--- config.mk ---
export PLATFORM = sky130hd
export DESIGN_NAME = bit_stuff_param
export DESIGN_NICKNAME = d
export VERILOG_FILES = /design/src/rtl/bit_stuff_param.sv
export SDC_FILE = /design/constraint.sdc
export NUM_CORES = 1
export LEC_CHECK = 0
export CAP_MARGIN = 20
export CORE_MARGIN = 3
export CORE_UTILIZATION = 55
export DETAILED_ROUTE_END_ITERATION = 8
export GPL_ROUTABILITY_DRIVEN = 0
export PLACE_DENSITY = 0.8
export SKIP_CTS_REPAIR_TIMING = 1
export SYNTH_ARGS = -nofsm -noshare
export SYNTH_HDL_FRONTEND = slang
export SYNTH_SLANG_ARGS = --single-unit
export TNS_END_PERCENT = 10
--- constraint.sdc ---
create_clock -name clk -period 2.2 [get_ports clk]
set_input_delay 0.44 -clock clk [delete_from_list [all_inputs] [get_ports clk]]
set_output_delay 0.44 -clock clk [all_outputs]
set_load 0.1 [all_outputs]
--- src/rtl/bit_stuff_param.sv ---
// Serial-path bit stuffer: passes a packet preamble untouched, then inserts ~RUN_BIT after
// every RUN_LEN consecutive RUN_BIT bits, with a mandatory trailing stuff bit when a packet ends on a full run.
module bit_stuff_param #(
  parameter int   RUN_LEN  = 6,
  parameter int   PASS_LEN = 16,
  parameter logic RUN_BIT  = 1'b1,
  parameter int   CNT_W    = 8
) (
  input  logic             clk,
  input  logic             rst,
  input  logic             start,
  input  logic             bypass,
  input  logic             s_in,
  input  logic             in_valid,
  input  logic             endb,
  output logic             in_ready,
  output logic             s_out,
  output logic             out_valid,
  output logic             start_nrzi,
  output logic             done,
  output logic             busy,
  output logic [CNT_W-1:0] stuff_cnt
);

  typedef enum logic [2:0] {IDLE, PASS, STUFF, INSERT, TAIL} state_t;

  state_t           state_q, state_d;
  logic [4:0]       run_q, run_d, pass_q, pass_d, run_nx;
  logic             byp_q, byp_d;
  logic             s_out_q, s_out_d;
  logic             out_valid_q, out_valid_d;
  logic             done_q, done_d;
  logic [CNT_W-1:0] cnt_q, cnt_d;
  logic             acc;

  always_ff @(posedge clk or posedge rst) begin
    if (rst) begin
      state_q     <= IDLE;
      run_q       <= '0;
      pass_q      <= '0;
      byp_q       <= 1'b0;
      s_out_q     <= 1'b0;
      out_valid_q <= 1'b0;
      done_q      <= 1'b0;
      cnt_q       <= '0;
    end else begin
      state_q     <= state_d;
      run_q       <= run_d;
      pass_q      <= pass_d;
      byp_q       <= byp_d;
      s_out_q     <= s_out_d;
      out_valid_q <= out_valid_d;
      done_q      <= done_d;
      cnt_q       <= cnt_d;
    end
  end

  assign acc = in_valid && in_ready;

  always_comb begin
    state_d     = state_q;
    run_d       = run_q;
    pass_d      = pass_q;
    byp_d       = byp_q;
    s_out_d     = s_out_q;
    out_valid_d = 1'b0;
    done_d      = 1'b0;
    cnt_d       = cnt_q;
    run_nx      = '0;
    case (state_q)
      IDLE: begin
        if (start) begin
          run_d   = '0;
          pass_d  = '0;
          cnt_d   = '0;
          byp_d   = bypass;
          state_d = PASS;
        end
      end
      PASS: begin
        if (acc) begin
          s_out_d     = s_in;
          out_valid_d = 1'b1;
          pass_d      = pass_q + 5'd1;
          if (endb) begin
            done_d  = 1'b1;
            state_d = IDLE;
          end else if (pass_q == 5'(PASS_LEN - 1)) begin
            state_d = STUFF;
          end
        end
      end
      STUFF: begin
        if (acc) begin
          s_out_d     = s_in;
          out_valid_d = 1'b1;
          run_nx      = (s_in == RUN_BIT && !byp_q) ? run_q + 5'd1 : 5'd0;
          run_d       = run_nx;
          // A full run on the last bit still owes its stuff bit, so done moves to TAIL.
          if (run_nx == 5'(RUN_LEN)) begin
            state_d = endb ? TAIL : INSERT;
          end else if (endb) begin
            done_d  = 1'b1;
            state_d = IDLE;
          end
        end
      end
      INSERT, TAIL: begin
        s_out_d     = ~RUN_BIT;
        out_valid_d = 1'b1;
        run_d       = '0;
        if (cnt_q != '1) cnt_d = cnt_q + 1'b1;
        if (state_q == TAIL) begin
          done_d  = 1'b1;
          state_d = IDLE;
        end else begin
          state_d = STUFF;
        end
      end
      default: state_d = IDLE;
    endcase
  end

  // busy also covers the done cycle, when the FSM is already back in IDLE.
  always_comb begin
    in_ready   = (state_q == PASS) || (state_q == STUFF);
    start_nrzi = (state_q == IDLE) && start;
    busy       = (state_q != IDLE) || done_q;
  end

  assign s_out     = s_out_q;
  assign out_valid = out_valid_q;
  assign done      = done_q;
  assign stuff_cnt = cnt_q;

endmodule

======== Yosys cells after proc, flatten, opt, wreduce, memory -nomap -nowiden ========
Cells that the tools add are included.
storage, ports and cells
  bits of input ports ..................... 7
  register bits after elaboration ......... 25
  bits in latches ......................... 0
  bits in writable memories ............... 0
  memories ................................ 0
  memory bits (read-only) ................. 0
cells by class
  shifts and indexed selects .............. 0
  add/subtract/negate cells ............... 3
  divide/modulo/power cells ............... 0
  muxes and demuxes ....................... 29
  multiply operators ...................... 0
  order comparisons ....................... 0
  bitwise gates (word level) .............. 0
  reductions and logical operators ........ 20
  equality and inequality tests ........... 14
operator list
  operator                                                          count
  3-bit two-way mux                                                 8
  5-bit two-way mux                                                 4
  8-bit two-way mux                                                 2
  8-bit one-hot mux with 2 select lines                             1
  5-bit one-hot mux with 3 select lines                             1
  3-bit one-hot mux with 4 select lines                             1
  5-bit by 1-bit adder with 5-bit output (second input constant)    2
  5-bit one-hot mux with 2 select lines                             1
  3-bit AND reduction                                               3
  8-bit by 1-bit adder with 8-bit output (second input constant)    1
  2-bit != test (second input constant)                             4
  8-bit != test (second input constant)                             1
  1-bit two-way mux                                                 7
  3-bit by 2-bit == test with 1-bit output (second input constant)  2
  3-bit != test (second input constant)                             2
  2-bit nonzero test                                                3
  3-bit nonzero test                                                2
  5-bit by 3-bit == test with 1-bit output (second input constant)  1
  5-bit by 4-bit == test with 1-bit output (second input constant)  1
  5-bit AND reduction                                               1
  1-bit one-hot mux with 2 select lines                             2
  2-bit AND reduction                                               2
  2-bit OR reduction                                                2
  3-bit by 1-bit == test with 1-bit output (second input constant)  1
  other kinds (8)                                                   11

======== Logic depth before layout (Yosys ltp) ========
  word-level depth ........................ 7
  mapped depth ............................ 7

======== Worst setup path before layout ========
OpenSTA, ideal clock, no wires.
  path type ............................... register to output
  start ................................... reg state_q[0]
  end ..................................... out in_ready
  arrival ................................. 2172 ps
  required time ........................... 1760 ps
  path slack .............................. -412 ps
  cell stages (with the launch flop) ...... 5
  cells stage by stage .................... dfrtp_1 buf_2 buf_1 xnor2_1 nor2_1
on the way
  longest elaborated chain between the ends .. 2
ends and longest elaborated chain
  what                                                                                                         line  text
  start, declared                                                                                              27    state_t state_q, state_d;
  start signal, assigned                                                                                       47    state_q <= state_d;
  3-bit by 1-bit == test with 1-bit output / 3-bit by 2-bit == test with 1-bit output (equally long branches)  126   in_ready = (state_q == PASS) || (state_q == STUFF);
  1-bit logical OR (*)                                                                                         126
  end, declared                                                                                                16    output logic in_ready,
Mark *: on every way between the ends. The rest lies on a longest branch, timed or not.

======== Final worst setup path ========
Same ends and word-level chain as after synthesis.

==> flow_metrics.py <==
metrics = {
    "layout": {
        "syn_to_final_growth_pct": 18.9,
        "stdcell_area_um2": 1750,
        "final_layout_size_suffix_gt1_share_pct": 16.8,
        "diodes": 0,
        "fillers": 204,
        "nets": 196,
        "finalNonFillerCells": 214,
    },
    "clock_network": {
        "clock_latency_ns": 0.32,
        "cts.sinks": 25,
        "cts_tree": "yes",
        "ctsRootBufferMaster": "clkbuf_4",
        "h-tree-depth": 1,
        "clk_path_buf_depth": 2,
        "cts_made_buffers": 3,
        "path_clk_slew_ns": 0.14,
    },
    "global_routing": {
        "grtUsageTotal_pct": 20.2,
        "grt_pass1_wl_um": 5320,
        "gr-total-overflow": 0,
        "grt_max_degree": 26,
        "antenna_found_initial": 0,
        "grt_pass1_vias": 1208,
    },
    "critical_path": {
        "critPathArrivalTime_ns": 1.48,
        "cp-end-kind": "primary output",
        "critPathLaunchType": "flop",
        "r2r_setup_slack_ns": 0.64,
        "criticalPathCategory": "flop to primary output",
        "worstPathRequired_ns": 1.76,
        "crit_fanout": 17,
    },
    "synthesis": {
        "synth-edff-count": 0,
        "synth.most_common_cell": "dfrtp_1",
        "synthFlopType": "dfrtp_1",
        "ys_types": 46,
        "synth_nets": 173,
        "yosys-top-cells-count": "dfrtp_1 (25), nand2_1 (23), nor2_1 (11)",
        "synth_seq_area_share_pct": 42.5,
        "yosys-top-cells-area": "dfrtp_1 (42%), nand2_1 (5.9%), mux2i_1 (4.8%)",
        "syn_area_per_cell_um2": 9.09,
        "synth_top_area_cell": "dfrtp_1",
        "ys_ff_latch": 25,
        "synth_top_area_share_pct": 42.5,
        "synthArstFlopShare_pct": 100,
        "synth_area_um2": 1470,
        "synthesis.instances": 162,
        "yosys_warnings": 0,
    },
    "timing": {
        "skew_ns": 0.00282,
        "max_slew_margin_pct": 67.4,
        "setup_slack_ns": 0.279,
        "setup_viol": 0,
        "fin_crit_sh_pct": 87.3,
        "hold_viol": 0,
        "slew_violations": 0,
        "worst_pin_slew_ns": 0.486,
        "whs_ns": 0.455,
        "fmaxAchievable_mhz": 521,
        "rsz0062_at_grt": "no",
        "fin_setup_tns_ns": 0,
        "layout_min_cycle_time_ns": 1.92,
    },
    "detailed_routing": {
        "drt_pre_antenna_iters": 4,
        "post_drt_wl_per_cell_um": 14.6,
        "vias": 1273,
        "wl_um": 3120,
        "drt_iter0_drc": 65,
        "drc": 0,
        "ant_nets": 0,
        "via_per_inst": 5.95,
    },
    "floorplanning": {
        "die_w_um": 57.7,
        "initial_core_util_pct": 58.4,
        "core_um2": 2520,
        "num_rows": 18,
        "num_io_pins": 21,
        "dieArea_um2": 3330,
        "die_h_um": 57.7,
    },
    "min_path": {
        "hold_class": "input port to asynchronous set/reset pin",
    },
    "power_and_ir_drop": {
        "ir_drop_mv": 1.02,
        "power.leakage_uw": 0.000879,
        "p_per_area_nw_per_um2": 1310,
    },
    "flow_run": {
        "cap_violations": 0,
    },
    "placed_design": {
        "pre_cts_ws_ns": 0.132,
        "port_buffers": 20,
        "dp_hpwl_um": 2330,
        "dp.cells": 210,
        "place_area_um2": 1720,
    },
    "outcome": {
        "status": "finished, final reports clean",
    },
}
-- metrics by stage --
step	total power, uW	utilization, %
after floorplan	1690	-
after global placement	2060	68.3
after detailed placement	2090	68.3
after CTS	2300	69.4
after global routing	2410	69.4
final	2290	69.4
-- state kept, by name, summed over array words and instances (netlist names) --
signal / count
pass_q: 5
byp_q: 1
out_valid: 1
state_q: 3
run_q: 5
stuff_cnt: 8
done: 1
s_out: 1
-- path summary, 6_finish.rpt --
path | start | endpoint | cells past startpoint
worst max-delay path | state_q[0] | in_ready | 4
worst min-delay path | rst | run_q[0] | 3
worst max register to register | state_q[0] | run_q[2] | 4
worst min register to register | pass_q[4] | pass_q[4] | 1
max in group asynchronous | rst | stuff_cnt[2] | 3
min in group clk | pass_q[4] | pass_q[4] | 1
-- cells by family (layout without fill, tap and decap cells) --
kind of cell,Yosys count,count (layout),synth area share (%)
buffers and inverters,15,37,4.33
muxes,7,7,4.76
AOI/OAI and AO/OA,39,39,19.0
and+or+nand+nor,69,69,24.2
adders and majority gates,4,4,3.40
DFF,25,25,42.5
xor gates and xnor gates,3,3,1.78
-- worst max-delay path, cell delays in order, from the launching register on --
cell	delay [ns]
dfrtp_1	0.47
buf_4	0.22
xnor2_1	0.15
nor2_2	0.14
buf_12	0.19
-- power breakdown --
| group | internal [uW] | switching, uW |
|---|---|---|
| clock | 68.0 | 140 |
| sequential | 560 | 107 |
| combinational | 432 | 983 |
| total | 1060 | 1230 |
-- cell usage in the layout (no fill, tap or decap), types with 6 or more instances in the layout --
master and n:
inv_1 7, nand2_1 23, nor2_1 10, mux2i_1 7
o21ai_0 10, nand3_1 6, clkdlybuf4s50_1 6, dfrtp_1 25
buf_4 17, a22o_1 6
-- layout make-up --
type | count | area [um2] | area share, %
well taps | 30 | 37.5 | 2.14
clock buffers | 3 | 22.5 | 1.29
repair buffers | 26 | 248 | 14.2
multi-input cells | 122 | 786 | 44.9
clock inverters | 1 | 5.00 | 0.286
inverters | 7 | 26.3 | 1.50
flip-flops and latches | 25 | 626 | 35.7
-- per-layer routing --
metal | part of all wire, % | vias up | wire, um | GRT usage, %
met2 | 45 | 30 | 1400 | 32.3
met1 | 48 | 597 | 1490 | 27.6
met5 | 0 | - | 0 | 0
met3 | 5.0 | 10 | 156 | 3.79
li1 | - | 636 | - | -
met4 | 2.5 | 0 | 78 | 6.95
Power figures use the tool's default switching activity.
